==> config.mk <==
export PLATFORM = sky130hd
export DESIGN_NAME = spi_baud_gen_flat
export DESIGN_NICKNAME = d
export VERILOG_FILES = /design/src/rtl/spi_baud_gen_pkg.sv /design/src/rtl/spi_baud_gen_if.sv /design/src/rtl/spi_baud_gen.sv /design/src/flat_wrapper.sv
export SDC_FILE = /design/constraint.sdc
export NUM_CORES = 1
export LEC_CHECK = 0
export CORE_MARGIN = 4
export CORE_UTILIZATION = 30
export CTS_CLUSTER_DIAMETER = 80
export DETAILED_ROUTE_END_ITERATION = 16
export PLACE_DENSITY = 0.55
export SYNTH_ARGS = -nofsm -noshare
export SYNTH_HDL_FRONTEND = slang
export SYNTH_SLANG_ARGS = --single-unit
==> constraint.sdc <==
create_clock -name PCLK -period 5.7 [get_ports PCLK]
set_input_delay 1.14 -clock PCLK [delete_from_list [all_inputs] [get_ports PCLK]]
set_output_delay 1.14 -clock PCLK [all_outputs]
set_load 0.02 [all_outputs]
==> src/rtl/spi_baud_gen_pkg.sv <==
// Shared SPI definitions: spi_mode encodings and the default divisor width.
package spi_pkg;

  localparam int DIV_W = 12;

  typedef enum logic [1:0] {
    MODE_RUN  = 2'b00,
    MODE_WAIT = 2'b01,
    MODE_STOP = 2'b10   // 2'b11 is reserved and also behaves as stop
  } spi_mode_e;

endpackage

==> src/rtl/spi_baud_gen_if.sv <==
// Control/strobe bundle between the SPI controller (master side) and the
// baud generator (slave side).
interface spi_baud_gen_if #(parameter int DIV_W = spi_pkg::DIV_W);
  logic [1:0]       spi_mode;
  logic             spiswai;
  logic [2:0]       sppr;
  logic [2:0]       spr;
  logic             cpol;
  logic             cpha;
  logic             ss;
  logic             sclk;
  logic             flag_low;
  logic             flag_high;
  logic             flags_low;
  logic             flags_high;
  logic [DIV_W-1:0] baud_rate_divisor;

  modport master (
    output spi_mode, spiswai, sppr, spr, cpol, cpha, ss,
    input  sclk, flag_low, flag_high, flags_low, flags_high, baud_rate_divisor
  );

  modport slave (
    input  spi_mode, spiswai, sppr, spr, cpol, cpha, ss,
    output sclk, flag_low, flag_high, flags_low, flags_high, baud_rate_divisor
  );
endinterface

==> src/rtl/spi_baud_gen.sv <==
// SPI baud-rate generator: divides PCLK by (sppr+1)*2^(spr+1) to form sclk
// and emits one-cycle sample (flag_*) and shift (flags_*) strobes for both
// sclk levels. The consumer picks the level matching cpol^cpha.
module spi_baud_gen #(parameter int DIV_W = spi_pkg::DIV_W) (
  input  logic          PCLK,
  input  logic          PRESET,
  spi_baud_gen_if.slave bus
);
  import spi_pkg::*;

  logic [DIV_W-1:0] divisor, hp, hp_m1, tx_pt;
  logic [DIV_W-1:0] count, cnt_nxt;
  logic             sclk_q, sclk_nxt;
  logic             active, wrap;
  logic             flag_low_q, flag_high_q, flags_low_q, flags_high_q;

  // Phase selection belongs to the shift register; this block is phase-agnostic.
  logic unused_cpha;
  assign unused_cpha = bus.cpha;

  // Divisor, half period and strobe points; next-state of counter and sclk.
  always_comb begin
    divisor  = (DIV_W'(bus.sppr) + DIV_W'(1)) << (4'(bus.spr) + 4'd1);
    hp       = divisor >> 1;
    hp_m1    = hp - DIV_W'(1);
    // With a one-cycle half period the shift point folds onto the sample point.
    tx_pt    = (hp == DIV_W'(1)) ? '0 : hp - DIV_W'(2);
    active   = !bus.ss && ((bus.spi_mode == MODE_RUN) ||
                           (bus.spi_mode == MODE_WAIT && !bus.spiswai));
    // >= so a divisor shrunk mid-transfer wraps at once instead of overrunning.
    wrap     = (count >= hp_m1);
    cnt_nxt  = wrap ? '0 : count + DIV_W'(1);
    sclk_nxt = wrap ? ~sclk_q : sclk_q;
  end

  // Counter, sclk and strobe registers; strobes are computed from the
  // next state so they line up with the count/sclk they describe.
  always_ff @(posedge PCLK) begin
    if (PRESET || !active) begin
      count        <= '0;
      sclk_q       <= bus.cpol;
      flag_low_q   <= 1'b0;
      flag_high_q  <= 1'b0;
      flags_low_q  <= 1'b0;
      flags_high_q <= 1'b0;
    end else begin
      count        <= cnt_nxt;
      sclk_q       <= sclk_nxt;
      flag_high_q  <=  sclk_nxt && (cnt_nxt == hp_m1);
      flag_low_q   <= !sclk_nxt && (cnt_nxt == hp_m1);
      flags_high_q <=  sclk_nxt && (cnt_nxt == tx_pt);
      flags_low_q  <= !sclk_nxt && (cnt_nxt == tx_pt);
    end
  end

  assign bus.sclk              = sclk_q;
  assign bus.flag_low          = flag_low_q;
  assign bus.flag_high         = flag_high_q;
  assign bus.flags_low         = flags_low_q;
  assign bus.flags_high        = flags_high_q;
  assign bus.baud_rate_divisor = divisor;

endmodule

==> src/flat_wrapper.sv <==
// flat-port wrapper written by rule: the top's interface ports become plain ports
module spi_baud_gen_flat import spi_pkg::*;
#(parameter int DIV_W = spi_pkg::DIV_W)
  (PCLK, PRESET, bus_spi_mode, bus_spiswai, bus_sppr, bus_spr, bus_cpol, bus_cpha, bus_ss, bus_sclk, bus_flag_low, bus_flag_high, bus_flags_low, bus_flags_high, bus_baud_rate_divisor);
  spi_baud_gen_if #(.DIV_W(DIV_W)) bus_i ();
  input  logic PCLK;
  input  logic PRESET;
  input wire logic [$bits(bus_i.spi_mode)-1:0] bus_spi_mode;
  input wire logic [$bits(bus_i.spiswai)-1:0] bus_spiswai;
  input wire logic [$bits(bus_i.sppr)-1:0] bus_sppr;
  input wire logic [$bits(bus_i.spr)-1:0] bus_spr;
  input wire logic [$bits(bus_i.cpol)-1:0] bus_cpol;
  input wire logic [$bits(bus_i.cpha)-1:0] bus_cpha;
  input wire logic [$bits(bus_i.ss)-1:0] bus_ss;
  output wire logic [$bits(bus_i.sclk)-1:0] bus_sclk;
  output wire logic [$bits(bus_i.flag_low)-1:0] bus_flag_low;
  output wire logic [$bits(bus_i.flag_high)-1:0] bus_flag_high;
  output wire logic [$bits(bus_i.flags_low)-1:0] bus_flags_low;
  output wire logic [$bits(bus_i.flags_high)-1:0] bus_flags_high;
  output wire logic [$bits(bus_i.baud_rate_divisor)-1:0] bus_baud_rate_divisor;
  assign bus_i.spi_mode = bus_spi_mode;
  assign bus_i.spiswai = bus_spiswai;
  assign bus_i.sppr = bus_sppr;
  assign bus_i.spr = bus_spr;
  assign bus_i.cpol = bus_cpol;
  assign bus_i.cpha = bus_cpha;
  assign bus_i.ss = bus_ss;
  assign bus_sclk = bus_i.sclk;
  assign bus_flag_low = bus_i.flag_low;
  assign bus_flag_high = bus_i.flag_high;
  assign bus_flags_low = bus_i.flags_low;
  assign bus_flags_high = bus_i.flags_high;
  assign bus_baud_rate_divisor = bus_i.baud_rate_divisor;
  spi_baud_gen #(.DIV_W(DIV_W)) u_core (.PCLK(PCLK), .PRESET(PRESET), .bus(bus_i));
endmodule
After elaboration in Yosys (flattened, before gate mapping)
Index checks and enable logic that the tools add are counted.
- register bits: 17
- input port bits: 14
- output and inout bits: 17
- word-level logic and storage cells: 35
- add/subtract/negate cells: 5
- $lt $le $gt $ge: 1
- equal/unequal tests: 4
- shift-type cells: 1
- mux-type cells: 4
- bitwise gates (word level): 1
- reductions and logical operators: 13
- operator list (operator ; count):
    == test 12 bit ; 2
    two-way mux 12 bit ; 2
    adder 12 x 1 -> 12 bit, second input constant ; 1
    greater-or-equal comparator 12 bit ; 1
    << shifter 12 x 4 -> 12 bit ; 1
    subtractor 11 x 1 -> 12 bit, second input constant ; 1
    subtractor 11 x 2 -> 12 bit, second input constant ; 1
    == test 11 x 1 -> 1 bit, second input constant ; 1
    adder 3 x 1 -> 4 bit, second input constant ; 2
    logical AND 1 bit ; 6
    logical NOT 1 bit ; 4
    == test 2 x 1 -> 1 bit, second input constant ; 1
    logical NOT 2 bit ; 1
    logical OR 1 bit ; 2
    two-way mux 1 bit ; 2
    inverter 1 bit ; 1

Logic depth before layout (Yosys ltp)
Gate-level depths: netlist of the first run.
- depth after elaboration: 7
- mapped depth: 24
- gate-level depth less buffers: 21

Worst setup path before layout of the first run
Ideal clock, no wire load.
- kind: input -> register
- from: input port bus_spr[0]
- to: register u_core.flag_high_q, in the netlist u_core.bus.flag_high
- library setup time: 0.092 ns
- arrival time: 5.602 ns
- data required time: 5.608 ns
- slack: 0.007 ns
- stages on the path: 23
- path buffers: 3
- path through: ha_1 > buf_2 > clkbuf_1 > o21ai_0 > o21ai_0 > nand2b_1 > ha_1 > inv_1 > a31oi_1 > nand2_1 > nor3_1 > xnor2_1 > ha_1 > a211o_1 > a21oi_1 > o21ai_0 > o31a_1 > clkbuf_1 > or3b_1 > nor3b_1 > a31oi_1 > o2bb2ai_2 > nor4_1
- longest elaborated chain between the ends: 7
- elaborated cells on any way between the ends: 8
- those cells by class: 2 x add/sub; 1 x order compare; 1 x eq/ne; 1 x shift; 2 x mux; 1 x reduce/logical
- RTL lines (item ; RTL line ; source):
    start, declared ; flat_wrapper.sv:11 ; input wire logic [$bits(bus_i.spr)-1:0] bus_spr;
    adder 3 x 1 -> 4 bit * ; spi_baud_gen.sv:23 ; divisor = (DIV_W'(bus.sppr) + DIV_W'(1)) << (4'(bus.spr) + 4'd1);
    << shifter 12 x 4 -> 12 bit * ; spi_baud_gen.sv:23 ;
    subtractor 11 x 1 -> 12 bit * ; spi_baud_gen.sv:25 ; hp_m1 = hp - DIV_W'(1);
    greater-or-equal comparator 12 bit ; spi_baud_gen.sv:31 ; wrap = (count >= hp_m1);
    two-way mux 12 bit ; spi_baud_gen.sv:32 ; cnt_nxt = wrap ? '0 : count + DIV_W'(1);
    == test 12 bit ; spi_baud_gen.sv:49 ; flag_high_q <= sclk_nxt && (cnt_nxt == hp_m1);
    logical AND 1 bit * ; spi_baud_gen.sv:49 ;
    end signal, assigned ; spi_baud_gen.sv:49 ;
    end, declared ; spi_baud_gen.sv:15 ; logic flag_low_q, flag_high_q, flags_low_q, flags_high_q;
Mark *: on every way between the ends. The rest lies on a longest branch, timed or not.
A chain may end at the register's enable or synchronous reset.

Worst setup path after layout of the first run
- from: input port bus_spr[2]
- to: register u_core.flags_high_q, in the netlist u_core.bus.flags_high
- longest elaborated chain between the ends: 7
- elaborated cells on any way between the ends: 11
- those cells by class: 3 x add/sub; 1 x order compare; 2 x eq/ne; 1 x shift; 3 x mux; 1 x reduce/logical
- RTL lines (item ; RTL line ; source):
    adder 3 x 1 -> 4 bit * ; spi_baud_gen.sv:23 ;
    << shifter 12 x 4 -> 12 bit * ; spi_baud_gen.sv:23 ;
    subtractor 11 x 1 -> 12 bit ; spi_baud_gen.sv:25 ;
    greater-or-equal comparator 12 bit ; spi_baud_gen.sv:31 ;
    two-way mux 12 bit ; spi_baud_gen.sv:32 ;
    == test 12 bit ; spi_baud_gen.sv:51 ; flags_high_q <= sclk_nxt && (cnt_nxt == tx_pt);
    logical AND 1 bit * ; spi_baud_gen.sv:51 ;
    end signal, assigned ; spi_baud_gen.sv:51 ;
    end, declared ; spi_baud_gen.sv:15 ;
Marked as above.

==> flow_metrics.py, run 1 <==
metrics = {
    "finish": {
        "n_antenna_cell": 0,
        "drive_above_1_share_pct": 37.5,
        "area.growth.synth_to_final_pct": 58.2,
        "nets": 477,
        "layout.cells.non_filler": 547,
    },
    "logic_synthesis": {
        "ys_warn_count": 0,
        "synthAdderAreaFrac_pct": 8.68,
        "synth-compound-area-share_pct": 30.0,
        "synth_seq_cells": 17,
        "postSynthCellCount": 315,
        "syn-cell-area_sq_um": 2450,
        "async_flop_share_pct": 0,
        "synth_top_family_by_area": "compound AO/OA/AOI/OAI gates",
        "synth_simple_gate_area_share_pct": 29.7,
        "syn_avg_cell_area_sq_um": 7.78,
        "netlist-cell-type-count": 74,
        "yosys.area.top_type_share_pct": 13.9,
        "yosysTopAreaCell": "dfxtp_1",
        "synth_seq_area_share_pct": 13.9,
        "yosys.area_share.xor_xnor_pct": 12.4,
        "synthTopCellsByCount": "nand2_1, nor2_1, nor3_1",
        "synthFlopType": "dfxtp_1",
        "synth_area_leaders": "dfxtp_1, ha_1, xnor2_1, xor2_1, nand2_1",
        "syn_nets": 346,
        "synth_mux_area_share_pct": 1.33,
        "synth_edf_count": 0,
    },
    "flow_run": {
        "drv_cap": 0,
    },
    "timing": {
        "skew_ns": 0.00230,
        "slew_violations": 0,
        "min_period_ns": 5.40,
        "rsz0062_at_grt": "false",
        "relSlewSlack_pct": 28.9,
        "setup_viol": 0,
        "timing.fmax_mhz": 185,
        "worst_hold_slack_ns": 0.554,
        "hold_viol_final": 0,
        "worstMarginPinSlew_ns": 1.04,
        "min_period_over_period_pct": 94.7,
        "setup_slack_ns": 0.301,
    },
    "floorplan": {
        "start_util_pct": 31.2,
        "die_area_sq_um": 9680,
        "io_pins": 31,
        "dieHeight_um": 98.4,
        "row_count": 32,
        "core_sq_um": 7850,
        "die-width_um": 98.4,
    },
    "place": {
        "dpl.hpwl_mm": 6.65,
        "place_congestion": 0.924,
        "io_buffers": 29,
        "dp_slack_ns": -0.423,
        "dp.cells": 531,
    },
    "detailed_routing": {
        "drc": 0,
        "routed_via_density": 5.24,
        "ant_nets": 0,
        "routed_wl_mm": 8.27,
        "vias": 2868,
        "dr.pass1.iters": 4,
        "initialDrtViolationCount": 91,
        "wire_per_inst_um": 15.1,
    },
    "outcome": {
        "status": "complete, no violations",
    },
    "clock_tree": {
        "clock-root-buffer": "clkbuf_8",
        "clock_latency_ns": 0.25,
        "h-tree-depth": 1,
        "cts_buffer_depth": 2,
        "numCtsBuffers": 3,
        "cts_tree": "yes",
        "clk_pin_slew_ns": 0.07,
        "clock_sinks": 17,
    },
    "setup_path": {
        "cp_common_cell": "nor3_2",
        "path_max_fanout": 7,
        "cpLargestDelayFamily": "compound AO/OA/AOI/OAI gates",
        "crit_type": "in -> reg",
        "slowest_stage": "clkdlybuf4s50_1",
        "endpoint_kind": "flip-flop",
        "cp_num_buf_inv": 4,
        "critPathLaunchType": "input port",
        "crit_chain": "clkdlybuf4s50_1 > a21boi_2 > a21o_2 > o21ai_4 > ha_2 > inv_1 > a31oi_2 > buf_4 > nand4_1 > nor3_2 > xnor2_2 > ha_1 > nand4_1 > nor3_2 > o31a_1 > buf_4 > nor4b_2 > mux2i_1 > a211oi_2 > o2111ai_2 > nor3_2",
        "critPathArrivalTime_ns": 5.58,
        "slowest_delay_ns": 0.43,
        "cp.required_ns": 5.88,
    },
    "power_and_ir_drop": {
        "max-vdd-ir-drop_uv": 72.5,
        "comb_power_share_pct": 67.1,
        "swShare_pct": 38.9,
        "leakage_nw": 1.65,
        "switchingPower_w": 0.000250,
        "p_seq_share_pct": 18.8,
        "p_clk_share_pct": 14.1,
        "p_int_w": 0.000393,
        "cellPowerDensity_nw_per_um2": 166,
    },
    "grt": {
        "antenna_found_initial": 0,
        "grt_start_max_net_pins": 16,
        "gr-total-overflow": 0,
        "grt_pass1_wl_mm": 13.3,
        "grt_pass1_vias": 2751,
        "grt.total_usage_pct": 16.6,
    },
    "worst_hold_path": {
        "hold_class": "reg -> reg",
    },
}
## stage by stage
step | area (sq um) | utilization [%] | power [W] | TNS [ns]
final | 3880 | 49.4 | 0.000643 | 0
after global routing | 3880 | 49.4 | 0.000688 | 0
after CTS | 3650 | 46.6 | 0.000606 | 0
after detailed placement | 3540 | 45.1 | 0.000502 | -1.78
after global placement | 3540 | 45.1 | 0.000496 | -1.35
after floorplan | 2450 | - | 0.000329 | 0
## path summary, 6_finish.rpt
kind	start	cells past startpoint	to	slack, ns
hold / removal	u_core.count[0]$_SDFF_PP0_	1	u_core.count[0]$_SDFF_PP0_	0.55
setup reg to reg	u_core.count[0]$_SDFF_PP0_	13	u_core.bus.flags_high$_SDFF_PP0_	2.35
setup / recovery	bus_spr[2]	21	u_core.bus.flags_high$_SDFF_PP0_	0.30
hold reg to reg	u_core.count[0]$_SDFF_PP0_	1	u_core.count[0]$_SDFF_PP0_	0.55
## repair_timing
item / CTS / global route
pin swaps: 5 / 17
hold endpoints to repair: 0 / 0
gates resized for setup: 15 / 30
gates cloned: 0 / 1
endpoints found under the setup margin: 4 / 5
hold buffers: 0 / 0
setup buffers: 2 / 9
## cells in the final DEF (no fill, tap or decap), drive strengths merged, types with 3 or more instances in the layout
cell type and instances:
a21oi 17, o21ai 13, nand3 14, inv 14
a31oi 5, o32a 3, nor3b 5, o31a 4
and3 8, nand2 25, o22ai 4, o31ai 3
nor2b 6, o2bb2ai 3, nand2b 5, clkdlybuf4s50 24
xnor2 16, nor2 26, a2111oi 3, a211oi 4
clkbuf 3, nor4 5, ha 17, nand4 6
dfxtp 17, dlymetal6s2s 5, nor3 19, o211ai 4
xor2 14, o21a 7, buf 107
## final cells by class
cell class	instances	area [sq um]
Sequential cell	17	340
Multi-Input combinational cell	274	2200
Clock buffer	3	41.3
Inverter	14	52.6
Timing Repair Buffer	136	1110
Tap cell	102	128
Fill cell	785	3970
Clock inverter	1	5.00
## metal layers
layer	track usage (%)	routed length (um)	share of wire, %
met2	30.0	4150	50
met4	3.89	210	2.5
met1	21.5	3700	45
met5	0	0	0
met3	1.07	217	2.6
## worst reg2reg max path, stage by stage, from the launching register on
cell	delay [ns]
dfxtp_1	0.49
inv_1	0.11
ha_1	0.28
nand2b_1	0.14
a2111oi_0	0.43
buf_4	0.19
nor3_2	0.04
o31a_1	0.39
buf_4	0.19
nor4b_2	0.26
mux2i_1	0.13
a211oi_2	0.27
o2111ai_2	0.23
nor3_2	0.16
## power by group through the flow
stage | combinational (W) | clock, W | sequential (W)
floorplan | 0.000205 | 0 | 0.000123
global placement | 0.000373 | 0 | 0.000123
detailed placement | 0.000378 | 0 | 0.000123
CTS | 0.000393 | 0.0000917 | 0.000121
global route | 0.000470 | 0.0000967 | 0.000121
finish | 0.000432 | 0.0000906 | 0.000121
## cell families after synthesis
group,after synthesis
AOI/OAI and AO/OA,90
xor gates and xnor gates,31
adders and majority gates,17
buffers and inverters,24
DFF,17
muxes,3
and+or+nand+nor,133
## sequential cells by signal (all words and copies together), names as in the netlist
| name | count |
|---|---|
| u_core.bus.flags_high | 1 |
| u_core.bus.flag_high | 1 |
| u_core.bus.flag_low | 1 |
| u_core.bus.flags_low | 1 |
| u_core.count | 12 |
| u_core.bus.sclk | 1 |
No activity file was read; power rests on OpenSTA's default activity.
==> run 2: changes to the inputs <==
- ABC_AREA: unset -> 1
==> run 2 against run 1 <==
  * Sequential power is essentially flat
  * Critical path depth grew 9
  * Final cell count shrank 4.4%
  * Sequential share of layout area grew 3.1 points
  * Die area shrank 2.6%
  * Flip-flop and latch count is the same
  * Clock power grew 2.8%
  * Highest routed layer unchanged
  * Critical path type unchanged
==> flow_metrics.py, run 2 <==
metrics = {
    "outcome": {
        "status": "complete, no violations",
    },
    "logic_synthesis": {
        "synthFlopType": "dfxtp_1",
        "yosysMostFrequentCell": "nand2_1",
        "syn-cell-area_sq_um": 2380,
        "syn_avg_cell_area_sq_um": 6.18,
        "synth_seq_area_share_pct": 14.3,
        "yosys.area.top_type_share_pct": 17.2,
        "ys_warn_count": 0,
        "synthTopCellsByCount": "nand2_1, nand3_1, inv_1, nor2_1",
        "synth_seq_cells": 17,
        "postSynthCellCount": 385,
        "netlist-cell-type-count": 37,
        "syn_nets": 416,
        "async_flop_share_pct": 0,
        "synth_area_leaders": "nand2_1, dfxtp_1, nand3_1, ha_1, inv_1",
        "yosysTopAreaCell": "nand2_1",
        "synth_edf_count": 0,
    },
    "setup_path": {
        "critPathLaunchType": "input port",
        "cp_common_cell": "nand2_1",
        "slowest_delay_ns": 0.44,
        "critPathArrivalTime_ns": 5.30,
        "slowest_stage": "clkdlybuf4s50_1",
        "endpoint_kind": "flip-flop",
        "rr_worst_depth": 17,
        "crit_type": "in -> reg",
        "cp.required_ns": 5.90,
        "path_max_fanout": 6,
    },
    "timing": {
        "setup_viol": 0,
        "hold_viol_final": 0,
        "min_period_over_period_pct": 89.5,
        "relSlewSlack_pct": 67.3,
        "tns_ns": 0,
        "skew_ns": 0.000542,
        "slew_violations": 0,
        "worstMarginPinSlew_ns": 0.490,
        "min_period_ns": 5.10,
        "rsz0062_at_grt": "false",
        "timing.fmax_mhz": 196,
    },
    "detailed_routing": {
        "ant_nets": 0,
        "vias": 2436,
        "routed_via_density": 4.66,
        "drc": 0,
        "initialDrtViolationCount": 125,
        "dr.pass1.iters": 4,
        "wire_per_inst_um": 12.2,
        "routed_wl_mm": 6.36,
    },
    "finish": {
        "fin_util_pct": 37.1,
        "layout_common_cells": "nand2_1, nand3_1, inv_1, nor2_1, clkdlybuf4s50_1",
        "largest-register": "u_core.count",
        "n_antenna_cell": 0,
        "layout.cells.non_filler": 523,
        "drive_above_1_share_pct": 12.4,
        "largest_reg_flops": 12,
        "area.growth.synth_to_final_pct": 20.4,
        "final_common_cell": "nand2_1",
        "nets": 453,
    },
    "clock_tree": {
        "h-tree-depth": 1,
        "clk_pin_slew_ns": 0.07,
        "cts_tree": "yes",
        "cts_resized": 0,
        "cts_buffer_depth": 2,
        "cts_setup_buffers": 0,
        "clock_latency_ns": 0.25,
        "clock-root-buffer": "clkbuf_8",
        "numCtsBuffers": 3,
        "clock_sinks": 17,
        "cts_hold_buf": 0,
    },
    "place": {
        "io_buffers": 29,
        "dp.cells": 519,
        "dpl.hpwl_mm": 5.45,
        "place_congestion": 0.831,
    },
    "floorplan": {
        "dieHeight_um": 97.1,
        "row_count": 32,
        "core_sq_um": 7730,
        "io_pins": 31,
        "die_area_sq_um": 9420,
        "start_util_pct": 30.8,
        "die-width_um": 97.1,
    },
    "grt": {
        "grt.total_usage_pct": 13.9,
        "grt_pass1_wl_mm": 11.2,
        "grt_pass1_vias": 2369,
        "grt_start_max_net_pins": 15,
        "antenna_found_initial": 0,
        "gr-total-overflow": 0,
    },
    "worst_hold_path": {
        "hold_depth": 1,
        "hold_class": "reg -> reg",
    },
    "power_and_ir_drop": {
        "leakage_nw": 1.44,
        "max-vdd-ir-drop_uv": 66.9,
        "cellPowerDensity_nw_per_um2": 177,
    },
    "flow_run": {
        "drv_cap": 0,
    },
}
run 2: through the flow:
| step | cell area [sq um] | power [W] | setup WS, ns | hold slack [ns] |
|---|---|---|---|---|
| 2_1_floorplan | 2380 | 0.000338 | 1.27 | 0.475 |
| 3_3_place_gp | 2820 | 0.000414 | 0.368 | 0.498 |
| 3_5_place_dp | 2820 | 0.000415 | 0.361 | 0.508 |
| 4_1_cts | 2870 | 0.000508 | 0.616 | 0.519 |
| 5_1_grt | 2870 | 0.000553 | 0.0544 | 0.547 |
| 6_report | 2870 | 0.000506 | 0.601 | 0.515 |
run 2: cell families after synthesis:
| kind of cell | synth area share [%] |
|---|---|
| AO/OA/AOI/OAI | 3.89 |
| XOR/XNOR | 7.26 |
| adder cells (fa/ha/maj) | 8.94 |
| buffers and inverters | 9.94 |
| flip-flops | 14.3 |
| AND/OR/NAND/NOR | 55.7 |
run 2: where the power goes:
group / switching (W) / internal, W
Clock: 0.0000434 / 0.0000497
Combinational: 0.000186 / 0.000107
Sequential: 0.000000736 / 0.000120
run 2: layout make-up:
class / count / area [sq um]
multi-input cells: 310 / 1800
clock buffers: 4 / 45.0
fillers: 877 / 4860
repair buffers: 35 / 335
inverters: 55 / 214
flip-flops and latches: 17 / 340
well taps: 102 / 128
run 2: worst paths after layout:
check                                                 from                               to  slack (ns)
worst max-delay path                            bus_spr[1]  u_core.bus.flag_high$_SDFF_PP0_        0.60
worst min-delay path            u_core.count[0]$_SDFF_PP0_       u_core.count[0]$_SDFF_PP0_        0.52
worst max register to register  u_core.count[5]$_SDFF_PP0_  u_core.bus.flag_high$_SDFF_PP0_        3.20
worst min register to register  u_core.count[0]$_SDFF_PP0_       u_core.count[0]$_SDFF_PP0_        0.52
run 2: layer usage:
| metal | vias to the layer above | share of wire [%] | GRT usage [%] |
|---|---|---|---|
| met3 | 6 | 2.8 | 2.37 |
| met1 | 1087 | 52 | 19.8 |
| li1 | 1304 | - | - |
| met4 | 0 | 0.69 | 1.73 |
| met5 | - | 0 | 0 |
| met2 | 39 | 45 | 22.6 |
run 2: critical path: cells and delay by family:
family | cells | cell delay, ns
compound gates | 3 | 0.50
simple gates | 19 | 2.00
fa+ha+maj | 3 | 0.76
buf+inv | 5 | 0.88
